==> src/rtl/cpc_video_pkg.sv <==
// ----------------------------------------------------------------------------
// cpc_video_pkg
// Shared definitions for the CPC video fetch block:
//   - fixed interface widths (CRTC memory/raster address, video RAM address)
//   - fetch FSM state encoding
//   - CRTC-to-video-RAM address mapping function
// ----------------------------------------------------------------------------
package cpc_video_pkg;

   localparam int MA_W  = 14;   // CRTC memory address width
   localparam int RA_W  = 5;    // CRTC raster address width
   localparam int ADR_W = 16;   // video RAM byte address width
   localparam int PIX_W = 16;   // two fetched bytes per character

   typedef enum logic [1:0] {
      IDLE = 2'd0,
      RD0  = 2'd1,
      RD1  = 2'd2,
      OUT  = 2'd3
   } state_t;

   // Video RAM byte address: {ma[13:12], ra[2:0], ma[9:0], b}.
   // Callers pass only the bits that take part; ma[11:10] and ra[4:3]
   // never reach the address.
   function automatic logic [ADR_W-1:0] map_addr(
      input logic [1:0] ma_hi,
      input logic [2:0] ra_lo,
      input logic [9:0] ma_lo,
      input logic       b
   );
      return {ma_hi, ra_lo, ma_lo, b};
   endfunction

endpackage

==> src/rtl/cpc_video_addr.sv <==
// ----------------------------------------------------------------------------
// cpc_video_addr
// Combinational CRTC address -> video RAM byte address mapper.
// Ports:
//   ma_i   [13:0] CRTC memory address
//   ra_i   [4:0]  CRTC raster address
//   b_i           byte select within the character (0 = first, 1 = second)
//   adr_o  [15:0] video RAM byte address
// ----------------------------------------------------------------------------
module cpc_video_addr
   import cpc_video_pkg::*;
(
   input  logic [MA_W-1:0]  ma_i,
   input  logic [RA_W-1:0]  ra_i,
   input  logic             b_i,
   output logic [ADR_W-1:0] adr_o
);

   // These address bits are deliberately dropped by the mapping.
   logic w_unused_bits;
   assign w_unused_bits = ^{ma_i[11:10], ra_i[4:3]};

   assign adr_o = map_addr(ma_i[13:12], ra_i[2:0], ma_i[9:0], b_i);

endmodule

==> src/rtl/cpc_video_fetch.sv <==
// ----------------------------------------------------------------------------
// cpc_video_fetch
// Per-character video fetch: on each accepted CRTC character strobe, reads
// two bytes from video RAM (when display is enabled) and presents them with
// the latched de/hsync/vsync as a single pix_valid_o pulse.
// Ports:
//   clk_i, rst_i                      clock, async active-high reset
//   char_stb_i                        new character position strobe
//   ma_i[13:0], ra_i[4:0]             CRTC memory / raster address
//   de_i, hsync_i, vsync_i            CRTC display enable and syncs
//   mem_adr_o[15:0], mem_stb_o        video RAM read request (held to ack)
//   mem_ack_i, mem_dat_i[7:0]         read acknowledge and data
//   pix_dat_o[15:0]                   {byte0, byte1}
//   pix_valid_o                       one-cycle update pulse
//   pix_de_o, hsync_o, vsync_o        latched de/syncs, aligned to pulse
//   ovf_o                             sticky overrun (strobe while busy)
// ----------------------------------------------------------------------------
module cpc_video_fetch
   import cpc_video_pkg::*;
(
   input  logic             clk_i,
   input  logic             rst_i,
   input  logic             char_stb_i,
   input  logic [13:0]      ma_i,
   input  logic [4:0]       ra_i,
   input  logic             de_i,
   input  logic             hsync_i,
   input  logic             vsync_i,
   output logic [15:0]      mem_adr_o,
   output logic             mem_stb_o,
   input  logic             mem_ack_i,
   input  logic [7:0]       mem_dat_i,
   output logic [15:0]      pix_dat_o,
   output logic             pix_valid_o,
   output logic             pix_de_o,
   output logic             hsync_o,
   output logic             vsync_o,
   output logic             ovf_o
);

   state_t           r_state;
   logic [MA_W-1:0]  r_ma;
   logic [RA_W-1:0]  r_ra;
   logic             r_de;
   logic             r_hs;
   logic             r_vs;
   logic [7:0]       r_byte0;
   logic [ADR_W-1:0] r_adr;
   logic             r_stb;
   logic [PIX_W-1:0] r_pix_dat;
   logic             r_pix_valid;
   logic             r_pix_de;
   logic             r_hsync;
   logic             r_vsync;
   logic             r_ovf;

   logic [MA_W-1:0]  w_map_ma;
   logic [RA_W-1:0]  w_map_ra;
   logic             w_map_b;
   logic [ADR_W-1:0] w_map_adr;

   // One mapper serves both bytes: in IDLE it sees the live CRTC inputs
   // (byte 0 address, registered on the strobe); afterwards it sees the
   // latched copy with b=1, registered when byte 0 is acknowledged.
   assign w_map_ma = (r_state == IDLE) ? ma_i : r_ma;
   assign w_map_ra = (r_state == IDLE) ? ra_i : r_ra;
   assign w_map_b  = (r_state != IDLE);

   cpc_video_addr u_addr (
      .ma_i  (w_map_ma),
      .ra_i  (w_map_ra),
      .b_i   (w_map_b),
      .adr_o (w_map_adr)
   );

   always_ff @(posedge clk_i or posedge rst_i) begin
      if (rst_i) begin
         r_state     <= IDLE;
         r_ma        <= '0;
         r_ra        <= '0;
         r_de        <= 1'b0;
         r_hs        <= 1'b0;
         r_vs        <= 1'b0;
         r_byte0     <= '0;
         r_adr       <= '0;
         r_stb       <= 1'b0;
         r_pix_dat   <= '0;
         r_pix_valid <= 1'b0;
         r_pix_de    <= 1'b0;
         r_hsync     <= 1'b0;
         r_vsync     <= 1'b0;
         r_ovf       <= 1'b0;
      end else begin
         r_pix_valid <= 1'b0;

         // A strobe outside IDLE is dropped; only the sticky flag records it.
         if (char_stb_i && (r_state != IDLE))
            r_ovf <= 1'b1;

         unique case (r_state)
            IDLE: begin
               if (char_stb_i) begin
                  r_ma <= ma_i;
                  r_ra <= ra_i;
                  r_de <= de_i;
                  r_hs <= hsync_i;
                  r_vs <= vsync_i;
                  if (de_i) begin
                     r_adr   <= w_map_adr;
                     r_stb   <= 1'b1;
                     r_state <= RD0;
                  end else begin
                     // Blanked character: no RAM access, present zeros now.
                     r_pix_dat   <= '0;
                     r_pix_de    <= 1'b0;
                     r_hsync     <= hsync_i;
                     r_vsync     <= vsync_i;
                     r_pix_valid <= 1'b1;
                     r_state     <= OUT;
                  end
               end
            end
            RD0: begin
               if (mem_ack_i) begin
                  r_byte0 <= mem_dat_i;
                  r_adr   <= w_map_adr;
                  r_state <= RD1;
               end
            end
            RD1: begin
               if (mem_ack_i) begin
                  r_stb       <= 1'b0;
                  r_pix_dat   <= {r_byte0, mem_dat_i};
                  r_pix_de    <= r_de;
                  r_hsync     <= r_hs;
                  r_vsync     <= r_vs;
                  r_pix_valid <= 1'b1;
                  r_state     <= OUT;
               end
            end
            OUT: begin
               r_state <= IDLE;
            end
            default: begin
               r_state <= IDLE;
            end
         endcase
      end
   end

   assign mem_adr_o   = r_adr;
   assign mem_stb_o   = r_stb;
   assign pix_dat_o   = r_pix_dat;
   assign pix_valid_o = r_pix_valid;
   assign pix_de_o    = r_pix_de;
   assign hsync_o     = r_hsync;
   assign vsync_o     = r_vsync;
   assign ovf_o       = r_ovf;

endmodule

==> config.mk <==
export PLATFORM = sky130hd
export DESIGN_NAME = cpc_video_fetch
export DESIGN_NICKNAME = d
export VERILOG_FILES = /design/src/rtl/cpc_video_pkg.sv /design/src/rtl/cpc_video_addr.sv /design/src/rtl/cpc_video_fetch.sv
export SDC_FILE = /design/constraint.sdc
export NUM_CORES = 1
export LEC_CHECK = 0
export CORE_MARGIN = 1
export CORE_UTILIZATION = 49
export DETAILED_ROUTE_END_ITERATION = 8
export PLACE_DENSITY = 0.86
export SYNTH_ARGS = -nofsm -noshare
export SYNTH_HDL_FRONTEND = slang
export SYNTH_SLANG_ARGS = --single-unit
==> constraint.sdc <==
create_clock -name clk_i -period 2.3 [get_ports clk_i]
set_input_delay 0.46 -clock clk_i [delete_from_list [all_inputs] [get_ports clk_i]]
set_output_delay 0.46 -clock clk_i [all_outputs]
set_load 0.05 [all_outputs]
==> summary by stage, run 1 <==
Finish
The count of fill cells added during filler insertion is 454. The number of inserted diodes is 0. Summing all multi-input logic gate instances after layout gives 1170 µm². The final non-filler cell total is 379. Summing all flip-flop and latch instances after layout gives 1650 µm².

Of the cells placed in the final design, the portion with a size suffix greater than 1 is 0.289. The signed area change from the synthesized netlist to the final layout is 33.1%. At the end of the flow, the number of nets in the layout was 338.

Min path
The tightest min-delay check is of the reg2reg type.

Synthesis
The fraction of the yosys area taken by sequential cells is 0.555. In this run the cell area of the synthesized design comes to 2970 µm². The net count after synthesis is 261. The dominant cell by count in the synthesized netlist is dfrtp_1. The share of synthesized area in the top cell type comes to 0.555. Counting flops with a built-in enable in the synthesized netlist gives 0. A synthesized cell averages 13.4 µm². The async set or reset register ratio after synthesis is 1.00. The instance count of the mapped netlist is 222. Sorting the synthesized cells by how often they occur yields 66 x dfrtp_1, 50 x mux2_2, 23 x inv_1. Ranked by total cell area, the synthesized netlist is headed by dfrtp_1 56%, mux2_2 19%, mux2i_1 6.7%. dfrtp_1 takes more of the synthesized area than any other cell. The Yosys step of the flow raised 0 warnings. The main flop type after synthesis is dfrtp_1. Counting flops and latches in the post-synthesis netlist gives 66. The number of distinct standard cells referenced by the synthesized netlist is 24.

Critical path
The critical path class is reg2out. The signal arrival time at the worst endpoint is 1.52 ns. The delay of the slowest cell on the worst path is 0.83 ns. In this design, the largest share of critical-path delay is due to buffers and inverters. The capturing element type of the critical path is a primary output.

The signal on the critical path passes through clkdlybuf4s50_1. Data on the critical path is required at its endpoint by 1.84 ns. The cell at the slowest stage of the critical path is clkdlybuf4s50_1.

Together, buffers and inverters on the worst path number 1. STA classifies the critical path startpoint as a flip-flop. Along the worst path, the maximum fanout reaches 3.

STA
The setup-violating endpoint count in the final report is 0. Setup repair after global routing left no endpoint under its margin. In the final timing run, aggregate negative setup slack is 0 ns. The transition time at the pin with the least slew margin is 0.534 ns.

The count of pins over their slew limit was 0. The minimum hold slack is 0.466 ns. The period utilization is 0.861. The smallest clock period supported by the final layout is computed as 1.98 ns. Derived from the worst setup path, the maximum achievable clock frequency is 0.505 GHz.

The clock tree skew after final layout is 0.00611 ns. The final number of hold-violating endpoints is 0. In this run the tightest slew margin relative to its limit is 0.643.

Route
After detailed routing, no signal wire sits above met4. Dividing the detail-routed wire length by the instance count gives 14.5 µm. The remaining antenna violation count is 0.

Summed over all nets, wire length on met3 after detailed routing comes to 347 µm. The detailed-routing wirelength on met1 is 2.31 mm. Summed over all layers, the routed wires come to 5.50 mm.

The DRC marker count from the first detailed-route iteration is 65. The length of the first detailed-routing pass in iterations is 4. The mean number of vias per cell is 5.04.

For this run, design rule violations remaining after detail routing come to 0. The count of vias placed by the detailed router is 1912. The routed length on met2 is 2.76 mm.

Flow run
The total of max-cap violations is 0.

Power and ir drop
The net switching power is 2590 µW. The internal power component is 3810 µW. The combinational fraction of design power is 0.538. The fraction of power consumed by sequential logic is 0.309.

The power density over the cells is 1620 nW/µm². The worst voltage drop across the vdd grid is 0.971 mV. Of the total power, the share spent switching nets is 0.404. In this run the static leakage power is 0.00173 µW. Of the total power, the clock network draws 0.153.

Clock network
The H-tree was split into 3 levels. The total of cells resized after clock tree synthesis is 0. The clock net in this run drives a total of 66 sinks.

The number of setup buffers added after CTS is 0. The number of hold buffers added after CTS was 0. The clock-pin transition on the worst setup and hold timing paths is 0.07 ns. The clock tree from TritonCTS is done.

The worst-case clock buffer depth is 2. The clock tree root buffer cell is clkbuf_8. TritonCTS created 9 clock buffers. The clock latency on the worst-skew pair is 0.33 ns.

Floorplan
The initial core utilization is 0.505. The total area inside the core boundary comes to 5890 µm². The die is 79.9 µm wide. The die outline height is 79.9 µm. Pin placement for this block handled 72 I/O pins. The number of rows created at floorplan is 28.

The floorplan step defined a die boundary enclosing 6380 µm².

GRT
The total overflow left after global routing is 0. The maximum number of pins on one net before global-route repair is 67. Across every metal layer, demand over resource in global routing totals 0.195. The initial antenna violation count is 0. The first global-routing pass estimated 9.40 mm of wire. The number of global-route vias before repair is 2076.

Outcome
The flow ran to the end, and the final reports show no timing, DRC or antenna violations.

Placement
The post-DP HPWL is 3.84 mm. The count of input and output buffers is 67. The weighted congestion at the end of routability-driven global placement is 0.731. Once placement completed, the tool counted placed cells totaling 363.
cells in the final DEF, fill, tap and decap left out, drive strengths merged, types with 2 or more instances in the layout:
| cell type | netlist | layout |
|---|---|---|
| dfrtp | 66 | 66 |
| mux2 | 59 | 59 |
| o21ai | 4 | 4 |
| clkdlybuf4s50 | 0 | 67 |
| o22ai | 2 | 2 |
| inv | 23 | 23 |
| buf | 8 | 8 |
| ha | 5 | 5 |
| nand2 | 23 | 23 |
| clkinv | 0 | 3 |
| mux2i | 20 | 20 |
| a21oi | 2 | 2 |
| clkbuf | 1 | 11 |
| nand2b | 2 | 2 |
| nor2 | 2 | 2 |
flip-flops by register name (all words and copies together) (netlist names):
name         flops
pix_valid_o      1
r_byte0          8
ovf_o            1
r_ra             3
r_ma            12
vsync_o          1
pix_de_o         1
r_state          2
r_de             1
r_vs             1
hsync_o          1
pix_dat_o       16
r_hs             1
mem_adr_o       16
mem_stb_o        1
cell type report:
type,count,share of cell area
flip-flops and latches,66,0.417
multi-input cells,124,0.295
repair buffers,75,0.191
clock buffers,11,0.0383
well taps,75,0.0237
inverters,23,0.0218
clock inverters,5,0.0133
through the flow:
| step | setup slack [ns] | instance area (µm²) | total power, µW | utilization |
|---|---|---|---|---|
| floorplan | 0.185 | 2970 | 4530 | - |
| detailed placement | 0.208 | 3750 | 5460 | 0.638 |
| finish | 0.321 | 3960 | 6390 | 0.672 |
| global placement | 0.243 | 3750 | 5360 | 0.638 |
| CTS | 0.300 | 3960 | 6470 | 0.672 |
| global route | 0.229 | 3960 | 6740 | 0.672 |
power groups by stage:
stage	Clock, µW	Combinational, µW	Sequential, µW
floorplan	0	1620	2910
global placement	0	3390	1970
detailed placement	0	3470	2000
CTS	1000	3480	1980
global route	1040	3670	2040
finish	976	3440	1980
cells by family (layout without fill, tap and decap cells):
family          Yosys count  in the layout  share of synthesized area
buf+inv                  32            114                     0.0538
fa+ha+maj                 5              5                     0.0210
simple gates             29             29                     0.0425
flops                    66             66                      0.555
mux                      79             79                      0.302
compound gates           11             11                     0.0252
path summary, 6_finish.rpt:
check,start,endpoint,slack [ns],depth (start not counted)
worst max-delay path,mem_stb_o,mem_stb_o,0.32,1
max in group asynchronous,rst_i,r_ma[3],1.49,3
min in group asynchronous,rst_i,mem_adr_o[11],0.50,3
worst max register to register,r_state[0],mem_adr_o[8],0.37,5
worst min register to register,ovf_o,ovf_o,0.47,1
worst min-delay path,ovf_o,ovf_o,0.47,1
metal layers:
layer	vias up	track usage
met2	55	0.327
met1	953	0.234
met5	-	0
met3	8	0.0526
li1	896	-
met4	0	0.0839
Power figures use the tool's default switching activity.
==> inputs of run 2 (changes only) <==
--- a/config.mk
+++ b/config.mk
@@ -7,6 +7,7 @@
 export LEC_CHECK = 0
 export CORE_MARGIN = 1
 export CORE_UTILIZATION = 49
+export CTS_CLUSTER_SIZE = 14
 export DETAILED_ROUTE_END_ITERATION = 8
 export PLACE_DENSITY = 0.86
 export SYNTH_ARGS = -nofsm -noshare
==> results of run 2 <==
No change in the layout: final DEF, timing and power equal those of run 1.
==> inputs of run 3 (changes only) <==
--- a/config.mk
+++ b/config.mk
@@ -9,6 +9,7 @@
 export CORE_UTILIZATION = 49
 export CTS_CLUSTER_SIZE = 14
 export DETAILED_ROUTE_END_ITERATION = 8
+export HOLD_SLACK_MARGIN = 0.06
 export PLACE_DENSITY = 0.86
 export SYNTH_ARGS = -nofsm -noshare
 export SYNTH_HDL_FRONTEND = slang
==> results of run 3 <==
No change in the layout: final DEF, timing and power equal those of run 1.
